`config.mk`:
```
export PLATFORM = sky130hd
export DESIGN_NAME = lcd_timing_driver
export DESIGN_NICKNAME = d
export VERILOG_FILES = /design/src/rtl/lcd_timing_driver.sv
export SDC_FILE = /design/constraint.sdc
export NUM_CORES = 1
export LEC_CHECK = 0
export CAP_MARGIN = 10
export CORE_AREA = 2 2 73 75
export CTS_CLUSTER_SIZE = 24
export DETAILED_ROUTE_END_ITERATION = 7
export DIE_AREA = 0 0 75 77
export DONT_BUFFER_PORTS = 1
export HOLD_SLACK_MARGIN = 0.06
export PLACE_DENSITY = 0.83
export REMOVE_ABC_BUFFERS = 1
export SLEW_MARGIN = 20
export SYNTH_ARGS = -nofsm -noshare
export SYNTH_HDL_FRONTEND = slang
export SYNTH_SLANG_ARGS = --single-unit
```
`constraint.sdc`:
```
create_clock -name lcd_pclk -period 2.7 [get_ports lcd_pclk]
set_input_delay 0.54 -clock lcd_pclk [delete_from_list [all_inputs] [get_ports lcd_pclk]]
set_output_delay 0.54 -clock lcd_pclk [all_outputs]
set_load 0.05 [all_outputs]
```
`src/rtl/lcd_timing_driver.sv`:
```
// RGB-LCD timing generator: free-running H/V counters, one-cycle-ahead pixel requests,
// and a single aligned output register stage for the panel pins.
module lcd_timing_driver #(
    parameter int unsigned H_SYNC   = 128,
    parameter int unsigned H_BACK   = 88,
    parameter int unsigned H_DISP   = 800,
    parameter int unsigned H_FRONT  = 40,
    parameter int unsigned V_SYNC   = 2,
    parameter int unsigned V_BACK   = 33,
    parameter int unsigned V_DISP   = 480,
    parameter int unsigned V_FRONT  = 10,
    parameter bit          SYNC_POL = 1'b0
) (
    input  logic        lcd_pclk,
    input  logic        rst_n,
    input  logic [23:0] pixel_data,
    output logic [10:0] pixel_xpos,
    output logic [10:0] pixel_ypos,
    output logic [10:0] h_disp,
    output logic [10:0] v_disp,
    output logic        lcd_hs,
    output logic        lcd_vs,
    output logic        lcd_de,
    output logic [23:0] lcd_rgb,
    output logic        lcd_bl,
    output logic        frame_start
);

    localparam int unsigned CW      = 11;
    localparam int unsigned H_TOTAL = H_SYNC + H_BACK + H_DISP + H_FRONT;
    localparam int unsigned V_TOTAL = V_SYNC + V_BACK + V_DISP + V_FRONT;

    localparam logic [CW-1:0] HT_M1   = CW'(H_TOTAL - 1);
    localparam logic [CW-1:0] VT_M1   = CW'(V_TOTAL - 1);
    localparam logic [CW-1:0] HS_END  = CW'(H_SYNC);
    localparam logic [CW-1:0] VS_END  = CW'(V_SYNC);
    localparam logic [CW-1:0] HSB     = CW'(H_SYNC + H_BACK);
    localparam logic [CW-1:0] HDE     = CW'(H_SYNC + H_BACK + H_DISP);
    localparam logic [CW-1:0] VSB     = CW'(V_SYNC + V_BACK);
    localparam logic [CW-1:0] VDE     = CW'(V_SYNC + V_BACK + V_DISP);
    // Requests lead the display window by one cycle to cover the source's register stage.
    localparam logic [CW-1:0] HREQ_LO = CW'(H_SYNC + H_BACK - 1);
    localparam logic [CW-1:0] HREQ_HI = CW'(H_SYNC + H_BACK + H_DISP - 1);

    logic [CW-1:0] h_cnt;
    logic [CW-1:0] v_cnt;
    logic          active_line;
    logic          req_win;
    logic          de_i;
    logic          hs_i;
    logic          vs_i;

    // Horizontal counter wraps every line; vertical advances on the horizontal wrap.
    always_ff @(posedge lcd_pclk or negedge rst_n) begin
        if (!rst_n) begin
            h_cnt <= '0;
            v_cnt <= '0;
        end else if (h_cnt == HT_M1) begin
            h_cnt <= '0;
            v_cnt <= (v_cnt == VT_M1) ? '0 : v_cnt + CW'(1);
        end else begin
            h_cnt <= h_cnt + CW'(1);
        end
    end

    // Phase decode and pixel request coordinates.
    always_comb begin
        active_line = (v_cnt >= VSB) && (v_cnt < VDE);
        req_win     = active_line && (h_cnt >= HREQ_LO) && (h_cnt < HREQ_HI);
        de_i        = active_line && (h_cnt >= HSB) && (h_cnt < HDE);
        hs_i        = (h_cnt < HS_END);
        vs_i        = (v_cnt < VS_END);
        pixel_xpos  = req_win ? (h_cnt - HREQ_LO) : '0;
        pixel_ypos  = req_win ? (v_cnt - VSB) : '0;
    end

    // Single register stage keeps all panel pins mutually aligned.
    always_ff @(posedge lcd_pclk or negedge rst_n) begin
        if (!rst_n) begin
            lcd_hs      <= ~SYNC_POL;
            lcd_vs      <= ~SYNC_POL;
            lcd_de      <= 1'b0;
            lcd_rgb     <= '0;
            lcd_bl      <= 1'b0;
            frame_start <= 1'b0;
        end else begin
            lcd_hs      <= hs_i ? SYNC_POL : ~SYNC_POL;
            lcd_vs      <= vs_i ? SYNC_POL : ~SYNC_POL;
            lcd_de      <= de_i;
            lcd_rgb     <= de_i ? pixel_data : '0;
            lcd_bl      <= 1'b1;
            frame_start <= (h_cnt == '0) && (v_cnt == '0);
        end
    end

    assign h_disp = CW'(H_DISP);
    assign v_disp = CW'(V_DISP);

endmodule
```
==> results list, run 1 <==
* Status: complete, but fails checks
* Failing checks: negative setup slack
- Die Y-Extent: a little under 80 um
- TritonCTS created 5 clock buffers.
- Predominant post-synthesis flop cell: dfrtp_1
- VDD sags by at most 322 uV.
- For met2 alone, demand over resource in global routing was around two fifths.
- The die covers between 5000 and 6000 um^2.
* Top Usage Layer GRT: met2
- Compared with the post-synthesis result, the final layout area differs by 25.6%.
* Worst slew margin relative to its limit: between 60% and 70%
- In the global route stage, met1 resource usage came out at between 30% and 40%.
- Hold slack: ~0.064 ns
* Fraction of final layout cells with drive strength greater than 1: between 20 and 30%
- Summing the areas of all compound-gate instances in the mapped netlist gives 14.7% of the synthesized area.
* Hold Crit Class: in -> async
* Grt met3 use: 8.28%
- Longest individual stage delay on the worst path: 0.56 ns
- TritonCTS built the clock tree.
- Setup violations remaining at the end of the flow were counted as 22.
- The initial antenna violation count was 0.
* EDFF count, synth: 0
- Number of buffers on the longest clock path: 2
- Fin cells: approximately 410
- For this run, the number of Yosys warnings is 0.
- Die Span X: 75 um
- Data on the critical path is required at its endpoint by roughly 2.2 ns.
* Xor-xnor portion of the synthesized cell area: under 10%
* Root cell of the clock tree: clkbuf_8
* Yosys cell types: 48
- Vias per inst: ~5.9
- Synth area leaders: dfrtp_1 (42%), a211oi_1 (6.2%), nor3b_1 (6.2%), buf_4 (5.7%), xnor2_1 (5.1%)
* Footprint of the multi-input gates: 1560 um^2
* Number of sinks driven by the clock tree: between 50 and 60
- Post-synth top area share: between 40% and 50%
* Clock tree skew after final layout: 0.0176 ns
* Cell with the largest stage delay on the worst path: or4_4
* Max FO, Critical Path: 17
* First DRT Iteration DRCs: 246
- Endpoint arrival time on the critical path: roughly 2.5 ns
- For the worst-skew pair, the clock arrives at the later sink with an insertion delay of between 0.3 and 0.4 ns.
* Final weighted congestion in routability-driven placement: approximately 0.86
- Area share of fa/ha/maj cells after synthesis: between 1.5 and 2%
* Category of the worst setup path capture point: output pin
- Routed wire length: roughly 7.2 mm
- Worst Path Class, Setup: reg -> out
- Grt ovf: 0
* Maximum number of pins on one net before global-route repair: 50
* Combinational family with the most area after synthesis: simple AND/OR/NAND/NOR gates
- In this run, synthesis produced a sequential element count of 51.
- Summing all non-filler instances in the final layout gives an area of between 3000 and 4000 um^2.
- Portion of netlist area occupied by mux cells: less than 1%
- In the global route stage, overall resource usage came out at 25.2%.
- Total power per unit cell area: 365 nW/um^2
- By count the netlist is led by dfrtp_1 (49), a211oi_1 (24), nor3b_1 (24).
* Via count: around 2400
* Cell with the most instances after synthesis: dfrtp_1
- STA classifies the critical path startpoint as a flip-flop.
- A synthesized cell averages ~9.6 um^2.
- The sequential cells in the finished layout cover a total of roughly 1300 um^2.
- Setup repair after global routing missed its margin: true
* Slew @ Worst Pin: slightly above 0.5 ns
- Placed instance area: 3350 um^2
* Fill count: between 300 and 400
- # Max-Cap Violations: 0
* First-pass detailed-route iteration total: 5
- Leakage power total: around 1.6 nW
- The via count of the first global-routing pass was about 2300.
- Post-synthesis share of cell area spent on and, or, nand and nor gates: about a fifth
- Clock slew at reported path FFs: 0.11 ns
- Dpl ws: -0.0236 ns
- The count of final hold-check violations was 0.
- Maximum level of the CTS H-tree: 2
* Library cell with the largest summed area after synthesis: dfrtp_1
* Area of the mapped netlist: ~2900 um^2
* WL per Instance: 17.4 um
- DPL Wire Length: between 4 and 5 mm
- For this run, design rule violations remaining after detail routing come to 0.
- Critical-path cell list: or4_4 -> o41ai_4 -> o311ai_4 -> buf_12 -> a211oi_2 -> buf_6
- Number of standard cells after synthesis: 305
- Area of the core region: 4980 um^2
* IO buf count: 0
- Number of antenna repair diodes: 0
- Share of the core filled with cells in the final layout: 73.6%
* Crit share post-route: 112%
- During I/O placement, the number of pins put on the boundary was slightly below 100.
- Wire length of the first global-routing pass: ~11 mm
- Shortest clock period the worst path allows after layout: around 3 ns
* Worst Setup Slack, final: -0.330 ns
- The initialized floorplan defines 26 standard-cell rows.
- Post-route antenna net violation count: 0
* Async SR Flop Fraction: 100%
- FMAX: 0.330 GHz
* Effective utilization at floorplan: 58.6%
* Dpl cells: around 400
- Total count of max-transition violations in the final report: 0
- Count of nets after finishing: between 300 and 400
* Share of the yosys chip area belonging to registers: a little over two fifths
[cells by family (layout without fill, tap and decap cells)]
family	after synthesis	count (layout)
xor gates and xnor gates	26	26
adders and majority gates	4	4
muxes	1	1
other	2	23
AOI/OAI and AO/OA	61	61
buffers and inverters	67	83
and+or+nand+nor	93	93
DFF	51	51
[flip-flops by register name (all words and copies together) (netlist names)]
register     cells
v_cnt           11
lcd_rgb         24
frame_start      1
lcd_bl           1
h_cnt           11
lcd_de           1
lcd_hs           1
lcd_vs           1
[through the flow]
| stage | power, mW | setup TNS (ns) |
|---|---|---|
| after CTS | 1.35 | -4.72 |
| after global routing | 1.38 | -7.52 |
| after floorplan | 0.853 | -26.04 |
| after global placement | 0.853 | 0 |
| final | 1.34 | -6.26 |
| after detailed placement | 0.853 | -0.0575 |
[layer usage]
metal	vias to the layer above	wire (um)
li1	1096	-
met1	1163	2800
met2	160	3490
met3	16	727
met4	0	150
met5	-	0
[critical path, delay by kind of cell, from the launching register on]
family                 cells  cell delay [ns]
buffers and inverters      2             0.40
flip-flops                 1             0.40
AND/OR/NAND/NOR            1             0.56
AO/OA/AOI/OAI              3             0.80
[power breakdown]
part	total, mW	switching, mW	leakage [nW]	internal, mW
clock network	0.479	0.283	0.0511	0.196
logic	0.0920	0.0817	0.878	0.0102
registers	0.767	0.00315	0.689	0.764
total	1.34	0.368	1.62	0.970
[repair_timing]
action                     in CTS  in global routing
gates resized for setup        23                  6
gates cloned                    0                  0
setup endpoints to repair      22                 22
hold buffers                    2                  0
pin swaps                       3                  3
buffers inserted                2                  4
hold endpoints to repair       49                  0
[worst paths after layout]
check                                   start            end  slack [ns]  cells past startpoint
min in group lcd_pclk           pixel_data[5]     lcd_rgb[5]        0.37                      1
worst max-delay path                 v_cnt[7]  pixel_xpos[1]       -0.33                      6
worst min-delay path                    rst_n       v_cnt[1]        0.06                      1
worst min register to register       h_cnt[8]       h_cnt[8]        0.61                      1
worst max register to register       v_cnt[7]    lcd_rgb[10]        0.31                      9
max in group asynchronous               rst_n         lcd_hs        2.03                      1
[final cells by class]
class / instances / area share [%]
Clock buffer: 5 / 1.88
Timing Repair Buffer: 59 / 15.7
Sequential cell: 51 / 34.9
Tap cell: 70 / 2.39
Multi-Input combinational cell: 208 / 42.7
Clock inverter: 3 / 0.786
Inverter: 16 / 1.64
[layout by cell type, fill, tap and decap left out, types with 7 or more instances in the layout]
cell | netlist | routed
nor2_1 | 12 | 12
nor3b_1 | 24 | 24
xnor2_1 | 17 | 17
a211oi_2 | 0 | 18
a21oi_1 | 10 | 9
conb_1 | 2 | 23
o21ai_0 | 7 | 7
buf_6 | 0 | 23
inv_1 | 16 | 16
buf_4 | 22 | 32
dfrtp_1 | 49 | 49
xor2_1 | 9 | 9
nand3_1 | 12 | 12
nand2_1 | 10 | 10
(Power assumes the default switching activity.)
==> inputs of run 2 (changes only) <==
--- a/config.mk
+++ b/config.mk
@@ -11,6 +11,7 @@
 export DETAILED_ROUTE_END_ITERATION = 7
 export DIE_AREA = 0 0 75 77
 export DONT_BUFFER_PORTS = 1
+export GPL_ROUTABILITY_DRIVEN = 0
 export HOLD_SLACK_MARGIN = 0.06
 export PLACE_DENSITY = 0.83
 export REMOVE_ABC_BUFFERS = 1
==> constraint.sdc (replaced) <==
create_clock -name lcd_pclk -period 3.25 [get_ports lcd_pclk]
set_input_delay 0.65 -clock lcd_pclk [delete_from_list [all_inputs] [get_ports lcd_pclk]]
set_output_delay 0.65 -clock lcd_pclk [all_outputs]
set_load 0.05 [all_outputs]
==> results list, run 2 (same netlist as run 1, synthesis figures left out) <==
- Endpoint arrival time on the critical path: between 2 and 3 ns
- Slack of the worst reg-to-reg path: 0.90 ns
- The repair_antennas step left the layout with diodes totalling 0.
- DPL Wire Length: 4.59 mm
- Hold timing on the final database bottoms out at a slack of 0.172 ns.
- Per report_power, the clock group accounts for about 34% of the total.
- Number of CTS-inserted buffers: 5
* Maximum level of the CTS H-tree: 2
* Register with the most flip-flops: lcd_rgb
- In this run the deepest clock path goes through 2 buffers.
- The worst pin sits at a relative slew slack of about three fifths.
- At the end of the flow, the number of nets in the layout was ~360.
* Net Sw Frac: between 20% and 30%
- The register with the most flip-flops in the layout has 24 of them.
- The share of total power dissipated in sequential elements is about three fifths.
* VDD IR-drop max: between 200 and 300 uV
* Longest individual stage delay on the worst path: about 0.57 ns
- The worst setup path is launched from a flip-flop.
* Max FO, Critical Path: 5
- At the later pin of the worst-skew pair, clock insertion delay measures around 0.30 ns.
* Switching power total: between 0.2 and 0.3 mW
- Slew @ Worst Pin: just over 0.6 ns
- Count of pins on the block boundary: a little under 100
- STA classifies the critical path endpoint as an output pin.
- The via count of the first global-routing pass was 2282.
* Cell with the largest stage delay on the worst path: or4_4
- First-pass detailed-route iteration total: 7
- First DRT Iteration DRCs: 341
- Clock skew on the completed layout was measured at approximately 0.008 ns.
* Core Rows: 26
* Post-layout power: 1.08 mW
* Crit share post-route: between 90% and 100%
- IO buf count: 0
* Endpoint of the lowest-slack register-to-register path: v_cnt[2]
- R2R cell count: 5
- The detail route stage leaves a number of antenna-violating nets equal to 0.
- Worst Setup Slack, final: 0.00105 ns
* Antenna violations before repair: 0
* FMAX: a little over 0.3 GHz
- Die Span X: between 70 and 80 um
* Commonest non-fill, non-tap cells in the layout: dfrtp_1 (46), buf_4 (32), nor3b_1 (24), conb_1 (23), xnor2_1 (17)
* Area of the core region: between 4000 and 5000 um^2
* Vias per inst: about 6.1
- Setup repair after global routing missed its margin: true
* Final std cell area, no fill: around 3600 um^2
- TritonCTS clock tree: done
- Total count of max-transition violations in the final report: 0
- Number of sinks driven by the clock tree: 51
- The floorplan step defined a die boundary enclosing between 5000 and 6000 um^2.
- The count of final hold-check violations is 0.
- Internal Pwr Total: approximately 0.8 mW
- Fraction of final layout cells with drive strength greater than 1: a little over a quarter
- Clock tree synthesis selected as its root buffer the cell clkbuf_8.
* Hold Crit Class: in -> async
* Effective utilization at floorplan: approximately 59%
- For the worst setup path, the data required time is approximately 2.6 ns.
* Most common library cell in the layout ignoring fill and taps: dfrtp_1
- The placed instances occupy a cell area of about 3200 um^2.
* Worst Path Class, Setup: reg -> out
- Number of setup violations in the final report: 0
* Status: finished, final reports clean
* Die Y-Extent: 77 um
- WL per Instance: about 19 um
- Shortest clock period the worst path allows after layout: 3.25 ns
- Setup TNS after final layout: 0 ns
- Dividing total power by cell area gives a power density of around 300 nW/um^2.
- Global routing consumed, over all layers together, between 20% and 30% of the routing resources.
- Clock-pin slew was measured on the worst setup and hold paths at 0.10 ns.
* Via count: 2438
- Leakage power total: approximately 1.6 nW
* Growth of design area from synthesis to finish: 23.3%
- In the routed design, unresolved DRC markers number 0.
- Most used cell, CP: buf_12
- The critical path goes through or4_4 -> o41ai_4 -> buf_4 -> o311ai_4 -> buf_12 -> buf_12 -> a211oi_4 -> buf_6.
- Largest registers: lcd_rgb (24), h_cnt (11), v_cnt (11)
- # Max-Cap Violations: 0
- OpenSTA, run right after detailed placement, puts the worst setup slack at about 0.23 ns.
- Reg-to-reg startpoint: v_cnt[6]
- Grt ovf: 0
- Maximum number of pins on one net before global-route repair: 50
- Of the total power, combinational logic draws about 6.9%.
* Routed wire length: 7.48 mm
- The first global-routing pass estimated ~11 mm of wire.
==> run 2: worst max-delay path by stage <==
stage / startpoint / end / slack (ns) / depth (start not counted)
2_1_floorplan: v_cnt[7] / pixel_xpos[0] / -0.57 / 4
4_1_cts: v_cnt[0] / pixel_xpos[3] / 0.007 / 8
6_report: v_cnt[6] / pixel_xpos[1] / 0.001 / 8
3_3_place_gp: v_cnt[7] / pixel_xpos[3] / 0.31 / 7
3_5_place_dp: v_cnt[7] / pixel_xpos[3] / 0.23 / 7
5_1_grt: v_cnt[7] / pixel_xpos[2] / -0.05 / 8
==> run 2: worst max-delay path, delay by kind of cell, from the launching register on <==
kind / cells / cell delay (ns)
buffers and inverters: 4 / 0.68
AND/OR/NAND/NOR: 1 / 0.57
AO/OA/AOI/OAI: 3 / 0.63
flip-flops: 1 / 0.40
==> run 2: power by group through the flow <==
| stage | sequential (mW) | combinational (mW) | clock [mW] |
|---|---|---|---|
| after floorplan | 0.650 | 0.0591 | 0 |
| after global placement | 0.650 | 0.0591 | 0 |
| after detailed placement | 0.650 | 0.0591 | 0 |
| after CTS | 0.637 | 0.0746 | 0.374 |
| after global routing | 0.638 | 0.0788 | 0.403 |
| final | 0.637 | 0.0745 | 0.366 |
==> run 2: cell type report <==
class / count / area [um^2]
Tap cell: 70 / 87.6
Inverter: 16 / 60.1
Clock inverter: 2 / 16.3
Multi-Input combinational cell: 208 / 1580
Fill cell: 344 / 1380
Sequential cell: 51 / 1280
Clock buffer: 6 / 72.6
Timing Repair Buffer: 49 / 500
==> run 2: routing by layer <==
layer / vias up / wire length, um / track usage, %
met3: 23 / 916 / 9.07
met5: - / 0 / 0
met1: 1145 / 2740 / 32.2
li1: 1075 / - / -
met2: 195 / 3660 / 38.4
met4: 0 / 163 / 8.57
==> run 2: what timing repair did <==
action                                  CTS  global route
endpoints found under the setup margin   17            22
cloned                                    1             1
hold buffers                              1             0
buffers inserted                          6             5
gates resized for setup                   5            19
pin swaps                                 2             4
hold endpoints to repair                 49             0
==> run 2: metrics by stage <==
stage          util [%]  cells
2_1_floorplan         -    275
3_3_place_gp       64.7    380
3_5_place_dp       64.7    380
4_1_cts            69.2    396
5_1_grt            72.3    402
6_report           72.3    402
